[config.mk]
export PLATFORM = sky130hd
export DESIGN_NAME = game_ctrl_flat
export DESIGN_NICKNAME = d
export VERILOG_FILES = /design/src/rtl/game_pkg.sv /design/src/rtl/game_ctrl_if.sv /design/src/rtl/game_ctrl_bcd_counter.sv /design/src/rtl/game_ctrl.sv /design/src/flat_wrapper.sv
export SDC_FILE = /design/constraint.sdc
export NUM_CORES = 1
export LEC_CHECK = 0
export ABC_AREA = 1
export CORE_UTILIZATION = 33
export CTS_CLUSTER_SIZE = 24
export DETAILED_ROUTE_END_ITERATION = 8
export GPL_TIMING_DRIVEN = 0
export SYNTH_ARGS = -nofsm -noshare
export SYNTH_HDL_FRONTEND = slang
export SYNTH_SLANG_ARGS = --single-unit
[constraint.sdc]
create_clock -name clk -period 6 [get_ports clk]
set_clock_uncertainty 0.2 [all_clocks]
set_input_delay 0.9 -clock clk [delete_from_list [all_inputs] [get_ports clk]]
set_output_delay 0.9 -clock clk [all_outputs]
set_load 0.01 [all_outputs]
[src/rtl/game_pkg.sv]
// game_pkg: shared game types and geometry for draw_game and game_ctrl.
// Latency: n/a (types, constants and a pure helper function only).
// Backpressure: n/a.
// Contents: game_state_t, bcd_digit_t, screen/bird/tube geometry, score limits,
//   tube_right() helper giving a tube's right edge in 12 bits.
package game_pkg;

  typedef enum logic [1:0] {
    IDLE  = 2'd0,
    PLAY  = 2'd1,
    DYING = 2'd2,
    OVER  = 2'd3
  } game_state_t;

  typedef logic [3:0] bcd_digit_t;

  localparam int BIRD_X       = 200;
  localparam int TUBE_WIDTH   = 120;
  localparam int N_TUBES      = 3;
  localparam int SCREEN_W     = 1024;
  localparam int DEATH_FRAMES = 90;
  localparam logic [11:0] SCORE_MAX = 12'h999;

  // Width of a per-frame pass count (0..N_TUBES).
  localparam int INC_W = $clog2(N_TUBES + 1);

  // 12 bits so an off-screen tube (x up to 2047) never wraps below BIRD_X.
  function automatic logic [11:0] tube_right(input logic [10:0] x);
    return {1'b0, x} + 12'(TUBE_WIDTH);
  endfunction

endpackage

[src/rtl/game_ctrl_if.sv]
// game_ctrl_if: bundle between draw_game/input side and the game sequencer.
// Latency: n/a (wires only).
// Backpressure: n/a; all signals are levels or single-cycle pulses.
// master: drives vsync, mouse_left, collision, tube_x; reads the game outputs.
// slave : game_ctrl side, the mirror image.
interface game_ctrl_if;
  import game_pkg::*;

  logic                     vsync;
  logic                     mouse_left;
  logic                     collision;
  logic [N_TUBES-1:0][10:0] tube_x;
  logic                     game_rst;
  logic                     mouse_left_game;
  logic                     freeze;
  game_state_t              state;
  logic [11:0]              score;
  logic [11:0]              best_score;

  modport master (
    output vsync, mouse_left, collision, tube_x,
    input  game_rst, mouse_left_game, freeze, state, score, best_score
  );

  modport slave (
    input  vsync, mouse_left, collision, tube_x,
    output game_rst, mouse_left_game, freeze, state, score, best_score
  );

endinterface

[src/rtl/game_ctrl_bcd_counter.sv]
// bcd_counter: 3-digit BCD counter, adds 0..N_TUBES per cycle, saturates at SCORE_MAX.
// Latency: 1 cycle from clr/inc to cnt.
// Backpressure: none; clr has priority over inc.
// Ports: clk, rst (async active-high), clr (sync clear), inc (amount), cnt (BCD value).
module bcd_counter
  import game_pkg::*;
(
  input  logic             clk,
  input  logic             rst,
  input  logic             clr,
  input  logic [INC_W-1:0] inc,
  output logic [11:0]      cnt
);

  bcd_digit_t [2:0] cnt_q, cnt_d;
  logic [4:0]       sum0, sum1, sum2;
  logic             c0, c1, c2;
  logic [11:0]      sum_bcd;

  always_comb begin
    // inc <= 9, so each digit carries at most one into the next.
    sum0 = {1'b0, cnt_q[0]} + 5'(inc);
    c0   = (sum0 > 5'd9);
    if (c0) sum0 = sum0 - 5'd10;
    sum1 = {1'b0, cnt_q[1]} + {4'b0, c0};
    c1   = (sum1 > 5'd9);
    if (c1) sum1 = sum1 - 5'd10;
    sum2 = {1'b0, cnt_q[2]} + {4'b0, c1};
    c2   = (sum2 > 5'd9);
    sum_bcd = {sum2[3:0], sum1[3:0], sum0[3:0]};

    cnt_d = cnt_q;
    if (clr) begin
      cnt_d = '0;
    end else if (c2 || (sum_bcd > SCORE_MAX)) begin
      // Plain magnitude compare is valid on well-formed BCD.
      cnt_d = SCORE_MAX;
    end else begin
      cnt_d = sum_bcd;
    end
  end

  always_ff @(posedge clk or posedge rst) begin
    if (rst) begin
      cnt_q <= '0;
    end else begin
      cnt_q <= cnt_d;
    end
  end

  assign cnt = cnt_q;

endmodule

[src/rtl/game_ctrl.sv]
// game_ctrl: IDLE/PLAY/DYING/OVER sequencer, restart pulse, jump gating, score and best score.
// Latency: state, game_rst and mouse_left_game change 1 cycle after the click edge; score 1 cycle after frame_tick.
// Backpressure: none; inputs are sampled every cycle, outputs are levels or 1-cycle pulses.
// Ports: clk, rst (async active-high); io (game_ctrl_if.slave): vsync, mouse_left, collision, tube_x in;
//   game_rst, mouse_left_game, freeze, state, score, best_score out.
// Build option: GAME_CTRL_HISCORE_EN keeps the best-score register; otherwise best_score is tied to 0.
module game_ctrl
  import game_pkg::*;
(
  input  logic       clk,
  input  logic       rst,
  game_ctrl_if.slave io
);

  localparam int DEATH_W = $clog2(DEATH_FRAMES);

  game_state_t              state_q, state_d;
  logic                     vsync_q, vsync_d;
  logic                     mouse_q, mouse_d;
  logic                     frame_tick_q, frame_tick_d;
  logic                     game_rst_q, game_rst_d;
  logic                     jump_q, jump_d;
  logic [DEATH_W-1:0]       death_cnt_q, death_cnt_d;
  logic [N_TUBES-1:0][11:0] prev_right_q, prev_right_d;
  logic [N_TUBES-1:0][11:0] right_pos;
  logic                     click;
  logic                     hit;
  logic                     score_clr;
  logic [INC_W-1:0]         pass_cnt;
  logic [INC_W-1:0]         score_inc;
  logic [11:0]              score;

  always_comb begin
    vsync_d      = io.vsync;
    mouse_d      = io.mouse_left;
    frame_tick_d = io.vsync & ~vsync_q;
    click        = io.mouse_left & ~mouse_q;
    // draw_game is still resetting during the game_rst cycle, so its collision is stale.
    hit          = (state_q == PLAY) && io.collision && !game_rst_q;

    right_pos = '0;
    pass_cnt  = '0;
    for (int i = 0; i < N_TUBES; i++) begin
      right_pos[i] = tube_right(io.tube_x[i]);
      // An off-screen tube (x >= SCREEN_W) is a wrap in progress and never scores.
      if ((prev_right_q[i] >= 12'(BIRD_X)) && (right_pos[i] < 12'(BIRD_X)) &&
          ({1'b0, io.tube_x[i]} < 12'(SCREEN_W))) begin
        pass_cnt = pass_cnt + INC_W'(1);
      end
    end

    // Reloading in the game_rst cycle stops the first frame from comparing against the last game.
    prev_right_d = (frame_tick_q || game_rst_q) ? right_pos : prev_right_q;

    state_d     = state_q;
    game_rst_d  = 1'b0;
    jump_d      = 1'b0;
    death_cnt_d = death_cnt_q;
    score_clr   = 1'b0;
    score_inc   = '0;

    case (state_q)
      IDLE, OVER: begin
        // The starting click only restarts; it is not forwarded as a jump.
        if (click) begin
          state_d    = PLAY;
          game_rst_d = 1'b1;
          score_clr  = 1'b1;
        end
      end
      PLAY: begin
        jump_d = click;
        if (hit) begin
          // Collision wins over a scoring tick in the same cycle.
          state_d     = DYING;
          death_cnt_d = '0;
        end else if (frame_tick_q && !game_rst_q) begin
          score_inc = pass_cnt;
        end
      end
      DYING: begin
        if (frame_tick_q) begin
          if (death_cnt_q == DEATH_W'(DEATH_FRAMES - 1)) begin
            state_d     = OVER;
            death_cnt_d = '0;
          end else begin
            death_cnt_d = death_cnt_q + DEATH_W'(1);
          end
        end
      end
      default: begin
        state_d = IDLE;
      end
    endcase
  end

  always_ff @(posedge clk or posedge rst) begin
    if (rst) begin
      state_q      <= IDLE;
      vsync_q      <= 1'b0;
      mouse_q      <= 1'b0;
      frame_tick_q <= 1'b0;
      game_rst_q   <= 1'b0;
      jump_q       <= 1'b0;
      death_cnt_q  <= '0;
      prev_right_q <= '0;
    end else begin
      state_q      <= state_d;
      vsync_q      <= vsync_d;
      mouse_q      <= mouse_d;
      frame_tick_q <= frame_tick_d;
      game_rst_q   <= game_rst_d;
      jump_q       <= jump_d;
      death_cnt_q  <= death_cnt_d;
      prev_right_q <= prev_right_d;
    end
  end

  bcd_counter u_score (
    .clk (clk),
    .rst (rst),
    .clr (score_clr),
    .inc (score_inc),
    .cnt (score)
  );

`ifdef GAME_CTRL_HISCORE_EN
  logic [11:0] best_q, best_d;

  // Sampled on the PLAY->DYING edge; score is not incremented in that cycle.
  always_comb begin
    best_d = best_q;
    if (hit && (score > best_q)) begin
      best_d = score;
    end
  end

  always_ff @(posedge clk or posedge rst) begin
    if (rst) begin
      best_q <= '0;
    end else begin
      best_q <= best_d;
    end
  end

  assign io.best_score = best_q;
`else
  assign io.best_score = '0;
`endif

  assign io.state           = state_q;
  assign io.freeze          = (state_q != PLAY);
  assign io.game_rst        = game_rst_q;
  assign io.mouse_left_game = jump_q;
  assign io.score           = score;

endmodule

[src/flat_wrapper.sv]
// flat-port wrapper written by rule: the top's interface ports become plain ports
module game_ctrl_flat import game_pkg::*;
  (clk, rst, io_vsync, io_mouse_left, io_collision, io_tube_x, io_game_rst, io_mouse_left_game, io_freeze, io_state, io_score, io_best_score);
  game_ctrl_if io_i ();
  input  logic clk;
  input  logic rst;
  input wire logic [$bits(io_i.vsync)-1:0] io_vsync;
  input wire logic [$bits(io_i.mouse_left)-1:0] io_mouse_left;
  input wire logic [$bits(io_i.collision)-1:0] io_collision;
  input wire logic [$bits(io_i.tube_x)-1:0] io_tube_x;
  output wire logic [$bits(io_i.game_rst)-1:0] io_game_rst;
  output wire logic [$bits(io_i.mouse_left_game)-1:0] io_mouse_left_game;
  output wire logic [$bits(io_i.freeze)-1:0] io_freeze;
  output wire logic [$bits(io_i.state)-1:0] io_state;
  output wire logic [$bits(io_i.score)-1:0] io_score;
  output wire logic [$bits(io_i.best_score)-1:0] io_best_score;
  assign io_i.vsync = io_vsync;
  assign io_i.mouse_left = io_mouse_left;
  assign io_i.collision = io_collision;
  assign io_i.tube_x = io_tube_x;
  assign io_game_rst = io_i.game_rst;
  assign io_mouse_left_game = io_i.mouse_left_game;
  assign io_freeze = io_i.freeze;
  assign io_state = io_i.state;
  assign io_score = io_i.score;
  assign io_best_score = io_i.best_score;
  game_ctrl u_core (.clk(clk), .rst(rst), .io(io_i));
endmodule
==> results.yml <==
placement:
  dp_cells: 610
  place_area_sq_um: 3980
  hpwl_mm: 5.21
  dpl_worst_slack_ns: -1.12
  portBuffers: 45
  globalplace.congestion: 0.821
final_layout:
  final_common_cell: "nand2_1"
  design_area_sq_um: 4550
  drive_gt1_frac: 0.267
  multiInputGateArea_sq_um: 1930
  final_cell_mix: "93 x nand2_1, 53 x dfrtp_1, 51 x inv_1"
  fin_cells: 642
  fillerInstances: 978
  n_antenna_cell: 0
  area_growth_pct: 37.6
  fin_util: 0.467
  layout.nets: 565
  seq_area_sq_um: 1330
power_and_ir_drop:
  ir_worst_vdd_mv: 0.165
  total_power_mw: 1.14
  power_density_nw_per_um2: 251
  power.leakage_nw: 2.23
logic_synthesis:
  synth_top_area_frac: 0.402
  syn_inst: 420
  synthTopCellsByArea: "dfrtp_1 40%, nand2_1 11%, inv_1 7.2%"
  ys_seq_elements: 53
  ys_warn_count: 0
  synth-main-ff-cell: "dfrtp_1"
  syn_avg_cell_area_sq_um: 7.86
  async_reset_ff_frac: 1.00
  netlist-cell-type-count: 42
  synth_largest_area_cell: "dfrtp_1"
  synth-edff-count: 0
  syn_area_sq_um: 3300
  seq_area_frac_synth: 0.402
grt:
  grt-ovfl-total: 0
  met3_usage: 0.0253
  antenna_found_initial: 0
  grt.total_usage: 0.146
  grt_pass1_vias: 2831
  grt_max_degree: 42
  grt_pass1_wl_mm: 12.4
  use_met2: 0.249
  globalRoute.busiestLayer: "met2"
  grt_util_met1: 0.193
floorplan:
  coreArea_sq_um: 9730
  initial_core_util: 0.340
  fp-row-count: 36
  dieArea_sq_um: 10400
  die_h_microns: 102
  io-pin-count: 67
  dieWidth_microns: 102
critical_path:
  critical_path_arrival_ns: 5.75
  crit_type: "in -> reg"
  crit_required_ns: 6.01
  crit_path_max_fanout: 6
  critical-path-slowest-cell: "fa_2"
  crit_path_start_kind: "input port"
  r2r_cells: 36
  cp-end-kind: "flop"
  cpPeakStageDelay_ns: 0.53
drt:
  routed-via-count: 2861
  drt_pass1_iterations: 6
  drc_errors: 2
  drt_iter0_markers: 107
  antenna_left: 0
  routed_wl_mm: 7.25
  detail_route.wl_per_cell_microns: 11.3
  vias_per_cell: 4.46
timing:
  finalSetupTns_ns: 0
  setup_ws_ns: 0.260
  finalHoldViolations: 0
  holdWs_ns: 0.196
  min_period_ns: 5.74
  setup_viol: 0
  finalCritPeriodShare: 0.957
  clock.fmax_ghz: 0.174
  slew_viol_final: 0
clock_network:
  htreeDepth: 2
  clock_path_buffers: 2
  clk_latency_ns: 0.31
  numCtsBuffers: 5
  cts_tree: "built"
  ctsHoldBuffers: 0
  cts_sinks: 53
  root_buffer: "clkbuf_8"
  path_clk_slew_ns: 0.10
status:
  outcome: "complete, but fails checks"
  violations: "design-rule violations"
hold_path:
  whs_path_depth: 1
  hold_path.class: "reg -> reg"
flow_run:
  max_cap_viol_count: 0
[per-layer routing]
layer,part of all wire,vias up
met2,0.49,51
met5,0,-
met4,0.0079,0
li1,-,1472
met3,0.028,7
met1,0.48,1331
[cells by family after synthesis]
family / Yosys count / share of synthesized area
AND/OR/NAND/NOR: 204 / 0.295
AO/OA/AOI/OAI: 44 / 0.0780
other: 1 / 0.00114
flip-flops: 53 / 0.402
buffers and inverters: 83 / 0.108
adder cells (fa/ha/maj): 19 / 0.0742
XOR/XNOR: 16 / 0.0424
[cells in the mapped netlist, types with 2 or more instances]
master      n
a21o_1      2
a21oi_1     7
a31oi_1     2
buf_4      12
clkbuf_1    6
dfrtp_1    53
ha_1       18
inv_1      63
nand2_1   100
nand2_2     8
nand2_4     3
nand3_1    30
nand3_2     3
nand3_4     2
nand4_1     3
nor2_1     30
nor2_2      8
nor3_1      5
nor4_1      3
o21ai_0    21
o21ai_1     3
o311ai_0    2
o31ai_1     2
or2_2       2
xnor2_1     6
xor2_1     10
[repair_timing]
action                     CTS  global route
resized for setup           41            47
setup endpoints to repair   12            12
buffers inserted            17             7
pin swaps                   22            23
[worst paths after layout]
check                                        start                         to  slack [ns]
setup / recovery                     io_tube_x[26]     u_core.u_score.cnt[10]        0.26
hold / removal                      u_core.vsync_q        u_core.frame_tick_q        0.20
setup reg to reg           u_core.prev_right_q[17]     u_core.u_score.cnt[10]        0.90
hold reg to reg                     u_core.vsync_q        u_core.frame_tick_q        0.20
max in group asynchronous                      rst    u_core.prev_right_q[21]        4.45
min in group asynchronous                      rst  u_core.io.mouse_left_game        0.64
[sequential cells by signal, summed over array words and instances, names as in the netlist]
register	count
u_core.frame_tick_q	1
u_core.u_score.cnt	12
u_core.mouse_q	1
u_core.io.game_rst	1
u_core.vsync_q	1
u_core.io.mouse_left_game	1
u_core.io.state	2
u_core.prev_right_q	27
u_core.death_cnt_q	7
[layout make-up]
cell class,count,share of cell area
tap,133,0.0366
timing repair buffer,70,0.143
clock inverter,2,0.00826
inverter,65,0.0537
sequential,53,0.292
clock buffer,6,0.0182
buffer,18,0.0248
multi-input combinational,295,0.424
[where the power goes]
| part | internal, mW | switching, mW | total, mW |
|---|---|---|---|
| sequential | 0.446 | 0.0571 | 0.503 |
| clock | 0.136 | 0.121 | 0.257 |
| combinational | 0.157 | 0.223 | 0.381 |
| total | 0.739 | 0.401 | 1.14 |
[critical path, delay by kind of cell]
kind,cells,cell delay [ns]
XOR/XNOR,1,0.18
AO/OA/AOI/OAI,2,0.33
buffers and inverters,6,0.75
adder cells (fa/ha/maj),8,1.75
AND/OR/NAND/NOR,19,1.82
Power figures use the tool's default switching activity.
